<file path="config.mk">
export PLATFORM = sky130hd
export DESIGN_NAME = usb_fifo_drain
export DESIGN_NICKNAME = d
export VERILOG_FILES = /design/src/rtl/usb_fifo_drain.sv
export SDC_FILE = /design/constraint.sdc
export NUM_CORES = 1
export LEC_CHECK = 0
export BUFFER_PORTS_ARGS = -buffer_cell sky130_fd_sc_hd__buf_2
export CAP_MARGIN = 40
export CORE_UTILIZATION = 55
export DETAILED_ROUTE_END_ITERATION = 12
export GPL_TIMING_DRIVEN = 0
export PLACE_DENSITY = 0.8
export SLEW_MARGIN = 30
export SYNTH_ARGS = -nofsm -noshare
export SYNTH_HDL_FRONTEND = slang
export SYNTH_SLANG_ARGS = --single-unit
</file>
<file path="constraint.sdc">
create_clock -name rdclk -period 3.6 [get_ports rdclk]
set_input_delay 0.18 -clock rdclk [delete_from_list [all_inputs] [get_ports rdclk]]
set_output_delay 0.18 -clock rdclk [all_outputs]
set_load 0.1 [all_outputs]
</file>
<file path="src/rtl/usb_fifo_drain.sv">
// Drains the async sample FIFO into the FX2 slave-FIFO bus through a 2-entry skid buffer,
// committing short packets to the host on an idle timeout or when streaming is disabled.
module usb_fifo_drain #(
  parameter int DATA_WIDTH     = 8,
  parameter int PKT_BYTES      = 512,
  parameter int TIMEOUT_CYCLES = 1024,
  parameter int PKTCNT_WIDTH   = 16
) (
  input  logic                    rdclk,
  input  logic                    clear,
  input  logic                    enable,
  input  logic [DATA_WIDTH-1:0]   fifo_q,
  input  logic                    fifo_rdempty,
  output logic                    fifo_rdreq,
  input  logic                    usb_full_n,
  output logic [DATA_WIDTH-1:0]   usb_fd,
  output logic                    usb_slwr_n,
  output logic                    usb_pktend_n,
  output logic [PKTCNT_WIDTH-1:0] pkt_count,
  output logic                    busy
);

  localparam int BC_W = $clog2(PKT_BYTES);
  localparam int IC_W = $clog2(TIMEOUT_CYCLES + 1);
  localparam logic [BC_W-1:0] BC_LAST = BC_W'(PKT_BYTES - 1);
  localparam logic [IC_W-1:0] IC_MAX  = IC_W'(TIMEOUT_CYCLES);
  localparam logic [IC_W-1:0] IC_FIRE = IC_W'(TIMEOUT_CYCLES - 1);

  typedef enum logic {STREAM, PKTEND} state_t;

  state_t                  state;
  logic [1:0]              occ;
  logic                    rd_d1;
  logic [BC_W-1:0]         byte_cnt;
  logic [IC_W-1:0]         idle_cnt;
  logic [DATA_WIDTH-1:0]   skid_head;
  logic [DATA_WIDTH-1:0]   skid_tail;

  logic                    pop;
  logic                    capture;
  logic                    accept;
  logic                    flush_go;
  logic [2:0]              fill_next;

  function automatic logic [IC_W-1:0] idle_step(input logic [IC_W-1:0] cnt);
    return (cnt >= IC_MAX) ? IC_MAX : cnt + 1'b1;
  endfunction

  // A read is only issued if the buffer can still hold it once the in-flight read lands.
  assign pop        = (occ != 2'd0) & usb_full_n & (state == STREAM);
  assign capture    = rd_d1;
  assign fill_next  = {1'b0, occ} + {2'b00, rd_d1} - {2'b00, pop};
  assign fifo_rdreq = ~clear & enable & (state == STREAM) & ~fifo_rdempty & (fill_next < 3'd2);
  assign accept     = fifo_rdreq & ~fifo_rdempty;

  assign flush_go = (state == STREAM) & (byte_cnt != '0) & (occ == 2'd0) & ~rd_d1 & ~fifo_rdreq &
                    ((idle_cnt == IC_FIRE) | ~enable);

  assign busy = (occ != 2'd0) | rd_d1 | (byte_cnt != '0) | (state == PKTEND);

  // Stage p1: skid buffer storage, head is always the oldest byte.
  always_ff @(posedge rdclk) begin
    if (pop && occ == 2'd2)
      skid_head <= skid_tail;
    else if (capture && (occ == 2'd0 || (occ == 2'd1 && pop)))
      skid_head <= fifo_q;
    if (capture && ((occ == 2'd2 && pop) || (occ == 2'd1 && !pop)))
      skid_tail <= fifo_q;
  end

  // Stage p2: bus strobes, packet accounting and the commit state machine.
  always_ff @(posedge rdclk) begin
    if (clear) begin
      state        <= STREAM;
      occ          <= 2'd0;
      rd_d1        <= 1'b0;
      byte_cnt     <= '0;
      idle_cnt     <= '0;
      usb_fd       <= '0;
      usb_slwr_n   <= 1'b1;
      usb_pktend_n <= 1'b1;
      pkt_count    <= '0;
    end else begin
      assert (!(capture && occ == 2'd2));
      rd_d1        <= accept;
      occ          <= fill_next[1:0];
      usb_slwr_n   <= ~pop;
      usb_pktend_n <= 1'b1;
      if (pop)
        usb_fd <= skid_head;

      if (state == STREAM) begin
        if (pop) begin
          byte_cnt <= byte_cnt + 1'b1;
          if (byte_cnt == BC_LAST)
            pkt_count <= pkt_count + 1'b1;
        end
        if (pop || capture)
          idle_cnt <= '0;
        else
          idle_cnt <= idle_step(idle_cnt);
        if (flush_go)
          state <= PKTEND;
      end else if (usb_full_n) begin
        usb_pktend_n <= 1'b0;
        byte_cnt     <= '0;
        idle_cnt     <= '0;
        pkt_count    <= pkt_count + 1'b1;
        state        <= STREAM;
      end
    end
  end

endmodule

</file>
==> Implementation_results.wiki <==
{| class="wikitable"
! Metric !! Value
|-
| Combinational cell fraction of total power || roughly 33%
|-
| Aggregate global routing overflow || 0
|-
| Pin slew with the least headroom to its limit || a little over 800 ps
|-
| Ratio of cells with drive above 1 in the final layout || between 20% and 30%
|-
| Worst rel slew slack || between 40% and 50%
|-
| Hold crit path type || in -> reg
|-
| Number of placement rows || 26
|-
| TritonCTS clock tree || built
|-
| Post-synthesis register bit count || between 60 and 70
|-
| Critical Path Source Type || register
|-
| Standard cell with the maximum stage delay on the critical path || sky130_fd_sc_hd__fa_1
|-
| Total of endpoints with negative setup slack in the final report || 0
|-
| Syn Std Cell Area || slightly below 3000 sq um
|-
| Die Width || 75.6 um
|-
| P_int || about 0.0014 W
|-
| Main combinational cell family by area after synthesis || simple AND/OR/NAND/NOR gates
|-
| Cells taking the most area after synthesis || sky130_fd_sc_hd__dfxtp_1 (34%), sky130_fd_sc_hd__edfxtp_1 (16%), sky130_fd_sc_hd__nand2_1 (4.0%)
|-
| Worst R2R Start || state
|-
| Detailed-route wire length on metal 1 || ~2.7 mm
|-
| Wire length of the first global-routing pass || 9.87 mm
|-
| NumNets Final || 380
|-
| Number of synthesized flops with an enable pin || 16
|-
| Multiplexer fraction of the synthesized cell area || under 10%
|-
| Total Neg Setup Slack || 0 ps
|-
| Cells on Worst Hold Path || 1
|-
| Cell taking the most area after synthesis || sky130_fd_sc_hd__dfxtp_1
|-
| Area post-placement || approximately 3300 sq um
|-
| Die outline height || between 70 and 80 um
|-
| Switching Share || approximately two fifths
|-
| Root Buffer || sky130_fd_sc_hd__clkbuf_8
|-
| Vias per inst || between 5 and 6
|-
| Total clock sinks || 66
|-
| Cell chain of the critical path || buf_2 > nand2b_2 > or2_2 > clkbuf_2 > ha_1 > ha_1 > fa_1 > xnor2_1 > nor3_4 > buf_6
|-
| Yosys Warn Count || 0
|-
| Net Switching || 0.000901 W
|-
| Fraction of the mapped netlist area in adder cells || under 10%
|-
| Pwr dens || between 600 and 700 nW/um^2
|-
| Ports || 41
|-
| Path type of the worst setup path || reg -> out
|-
| Total routing usage reported by global routing || 23.5%
|-
| XOR/XNOR Fraction of Synth Area || about 4.7%
|-
| Commonest cells after routing, fill and taps aside || sky130_fd_sc_hd__dfxtp_1 (50), sky130_fd_sc_hd__buf_2 (41), sky130_fd_sc_hd__nand2_1 (32)
|-
| Data arrival time of the worst path || approximately 3200 ps
|-
| Unrepaired setup endpoints after global routing || no
|-
| Synthesized-area fraction occupied by and/or/nand/nor cells || between 20% and 30%
|-
| Static Leak || 1.29 nW
|-
| Initial Util || between 50% and 60%
|-
| Worst IR Drop VDD || about 0.73 mV
|-
| Fillers || around 420
|-
| Area fraction in compound gates after synthesis || about an eighth
|-
| Total vias in the final route || roughly 2400
|-
| Worst R2R Path Depth || 11
|-
| Max capacitance violation total || 0
|-
| Antenna cells || 0
|-
| Synthesized Nets || 331
|-
| Most common cell after layout, fill and taps aside || sky130_fd_sc_hd__dfxtp_1
|-
| Longest Clk Path Bufs || 2
|-
| Post CTS Setup Buffer Count || 0
|-
| Mean routed wirelength per cell || ~14 um
|-
| Maximum level of the CTS H-tree || 3
|-
| Fraction of the cycle the final worst path needs || 94.9%
|-
| Top-area cell type share of the netlist area || 33.6%
|-
| Number of violations reported at the end of detailed-routing iteration 0 || roughly 150
|-
| Setup Skew || 7.65 ps
|-
| Critical Path Fanout Max || 10
|-
| Met2 WL || ~3 mm
|-
| DR top layer || met4
|-
| Async set or reset register ratio after synthesis || 0%
|-
| Pin count of the biggest net entering global routing || 13
|-
| Reg power frac || between 30 and 40%
|-
| Worst-skew pair later-pin latency || approximately 350 ps
|-
| Post-synthesis area per instance || 9.66 sq um
|-
| Min cycle time layout || 3420 ps
|-
| Sum of routed wire length over all layers || a little over 6 mm
|-
| Final hold violations || 0
|-
| Result of the run || finished clean
|-
| Core Footprint || between 5000 and 6000 sq um
|-
| Routability congestion estimate || about 0.85
|-
| Number of global-route vias before repair || 2186
|-
| Worst hold margin || roughly 12 ps
|-
| Detail Placement HPWL || 4.06 mm
|-
| Total area of sequential cells || between 1000 and 1500 sq um
|-
| Clock share of power || just under 30%
|-
| Sequential area share after synthesis || 49.8%
|-
| Setup crit end kind || output port
|-
| CP dominant cell by count || sky130_fd_sc_hd__ha_1
|-
| Clock transition at the registers of the reported paths || about 70 ps
|-
| Number of design rule violations left after detail routing || 0
|-
| CP peak stage delay || between 300 and 400 ps
|-
| Antenna-violating nets left || 0
|-
| Number of buffers inserted during clock tree synthesis || 9
|-
| Required arrival time at the worst endpoint || ~3400 ps
|-
| First element of the critical path || state
|-
| Number of cells produced by synthesis || 308
|-
| Summed area of non-filler cells in the final layout || between 3000 and 4000 sq um
|-
| Detailed-routing iteration count for the pre-antenna-repair pass || 4
|-
| Total die area || 5710 sq um
|-
| Most used flip-flop cell after synthesis || sky130_fd_sc_hd__dfxtp_1
|-
| Final worst-path setup slack || roughly 180 ps
|-
| CTS hold repair buffers || 0
|-
| Number of library cell types mapped by synthesis || 52
|-
| Max-slew violation total from the final report || 0
|-
| Startpoint of the tightest hold check path || fifo_q[6]
|-
| Layout overhead on the synthesized area || 17.5%
|-
| Port buffer count || 39
|-
| Multi-input logic area || roughly 1400 sq um
|-
| Highest Clock Rate || 293 MHz
|-
| Detailed route wirelength on metal3 || about 290 um
|-
| Number of antenna violations at the first check in global routing || 0
|-
| Post-Place Setup Slack || ~130 ps
|}
## state kept, by name (all words and copies together) (netlist names)
register / flops
skid_tail: 8
capture: 1
pkt_count: 16
usb_fd: 8
usb_slwr_n: 1
idle_cnt: 11
usb_pktend_n: 1
skid_head: 8
occ: 2
byte_cnt: 9
state: 1
## final cells by class
type | instances | share of cell area, %
repair buffers | 39 | 5.76
inverters | 14 | 1.50
well taps | 70 | 2.51
clock inverters | 7 | 2.68
multi-input cells | 215 | 39.9
plain buffers | 12 | 1.75
flip-flops and latches | 66 | 42.4
clock buffers | 9 | 3.54
## worst max-delay path, delay by kind of cell (launching register included)
family	cells	cell delay [ps]
buffers and inverters	3	630
AND/OR/NAND/NOR	3	860
flip-flops	1	290
adder cells (fa/ha/maj)	3	900
XOR/XNOR	1	190
## synth_stat cells (3+ instances only)
| master | instances |
|---|---|
| sky130_fd_sc_hd__nor2b_1 | 4 |
| sky130_fd_sc_hd__nand3_1 | 14 |
| sky130_fd_sc_hd__buf_2 | 3 |
| sky130_fd_sc_hd__xnor2_1 | 12 |
| sky130_fd_sc_hd__xor2_1 | 4 |
| sky130_fd_sc_hd__dfxtp_1 | 50 |
| sky130_fd_sc_hd__mux2_2 | 8 |
| sky130_fd_sc_hd__nor3_1 | 6 |
| sky130_fd_sc_hd__o21ai_0 | 10 |
| sky130_fd_sc_hd__clkbuf_1 | 8 |
| sky130_fd_sc_hd__a211oi_1 | 5 |
| sky130_fd_sc_hd__nand2_1 | 32 |
| sky130_fd_sc_hd__nor2_1 | 27 |
| sky130_fd_sc_hd__nand4_1 | 4 |
| sky130_fd_sc_hd__inv_1 | 13 |
| sky130_fd_sc_hd__a21oi_1 | 22 |
| sky130_fd_sc_hd__edfxtp_1 | 16 |
| sky130_fd_sc_hd__or3_1 | 7 |
| sky130_fd_sc_hd__nand3b_1 | 4 |
| sky130_fd_sc_hd__and3_1 | 6 |
| sky130_fd_sc_hd__ha_1 | 9 |
## path summary, 6_finish.rpt
kind / endpoint / slack [ps]
worst max-delay path: fifo_rdreq / 180
worst min-delay path: skid_tail[6] / 10
worst max register to register: state / 500
worst min register to register: usb_fd[0] / 460
## per-stage QoR
step / utilization [%] / power [W] / instances
floorplan: - / 0.00150 / 308
global placement: 63.2 / 0.00163 / 417
detailed placement: 63.2 / 0.00164 / 417
CTS: 67.5 / 0.00233 / 433
global route: 67.6 / 0.00242 / 432
finish: 67.6 / 0.00233 / 432
## power by group through the flow
stage / Combinational, W / Sequential, W / Clock [W]
detailed placement: 0.000743 / 0.000898 / 0
CTS: 0.000755 / 0.000884 / 0.000691
global route: 0.000812 / 0.000893 / 0.000717
finish: 0.000762 / 0.000885 / 0.000683
floorplan: 0.000471 / 0.00103 / 0
global placement: 0.000729 / 0.000896 / 0
## cells by family after synthesis
logic type,Yosys count
simple gates,123
flops,66
xor+xnor,16
compound gates,58
fa+ha+maj,10
mux,8
buf+inv,27
## routing by layer
layer,up-vias,GRT usage [%]
li1,1190,-
met1,1163,29.4
met2,61,39.3
met3,9,6.08
met4,0,8.64
met5,-,0
## repair_timing
item,CTS,global route
hold endpoints to repair,0,0
resized for setup,2,3
setup endpoints to repair,1,1
pin swaps,0,0
Note: power is estimated with default switching activity, not from simulation.
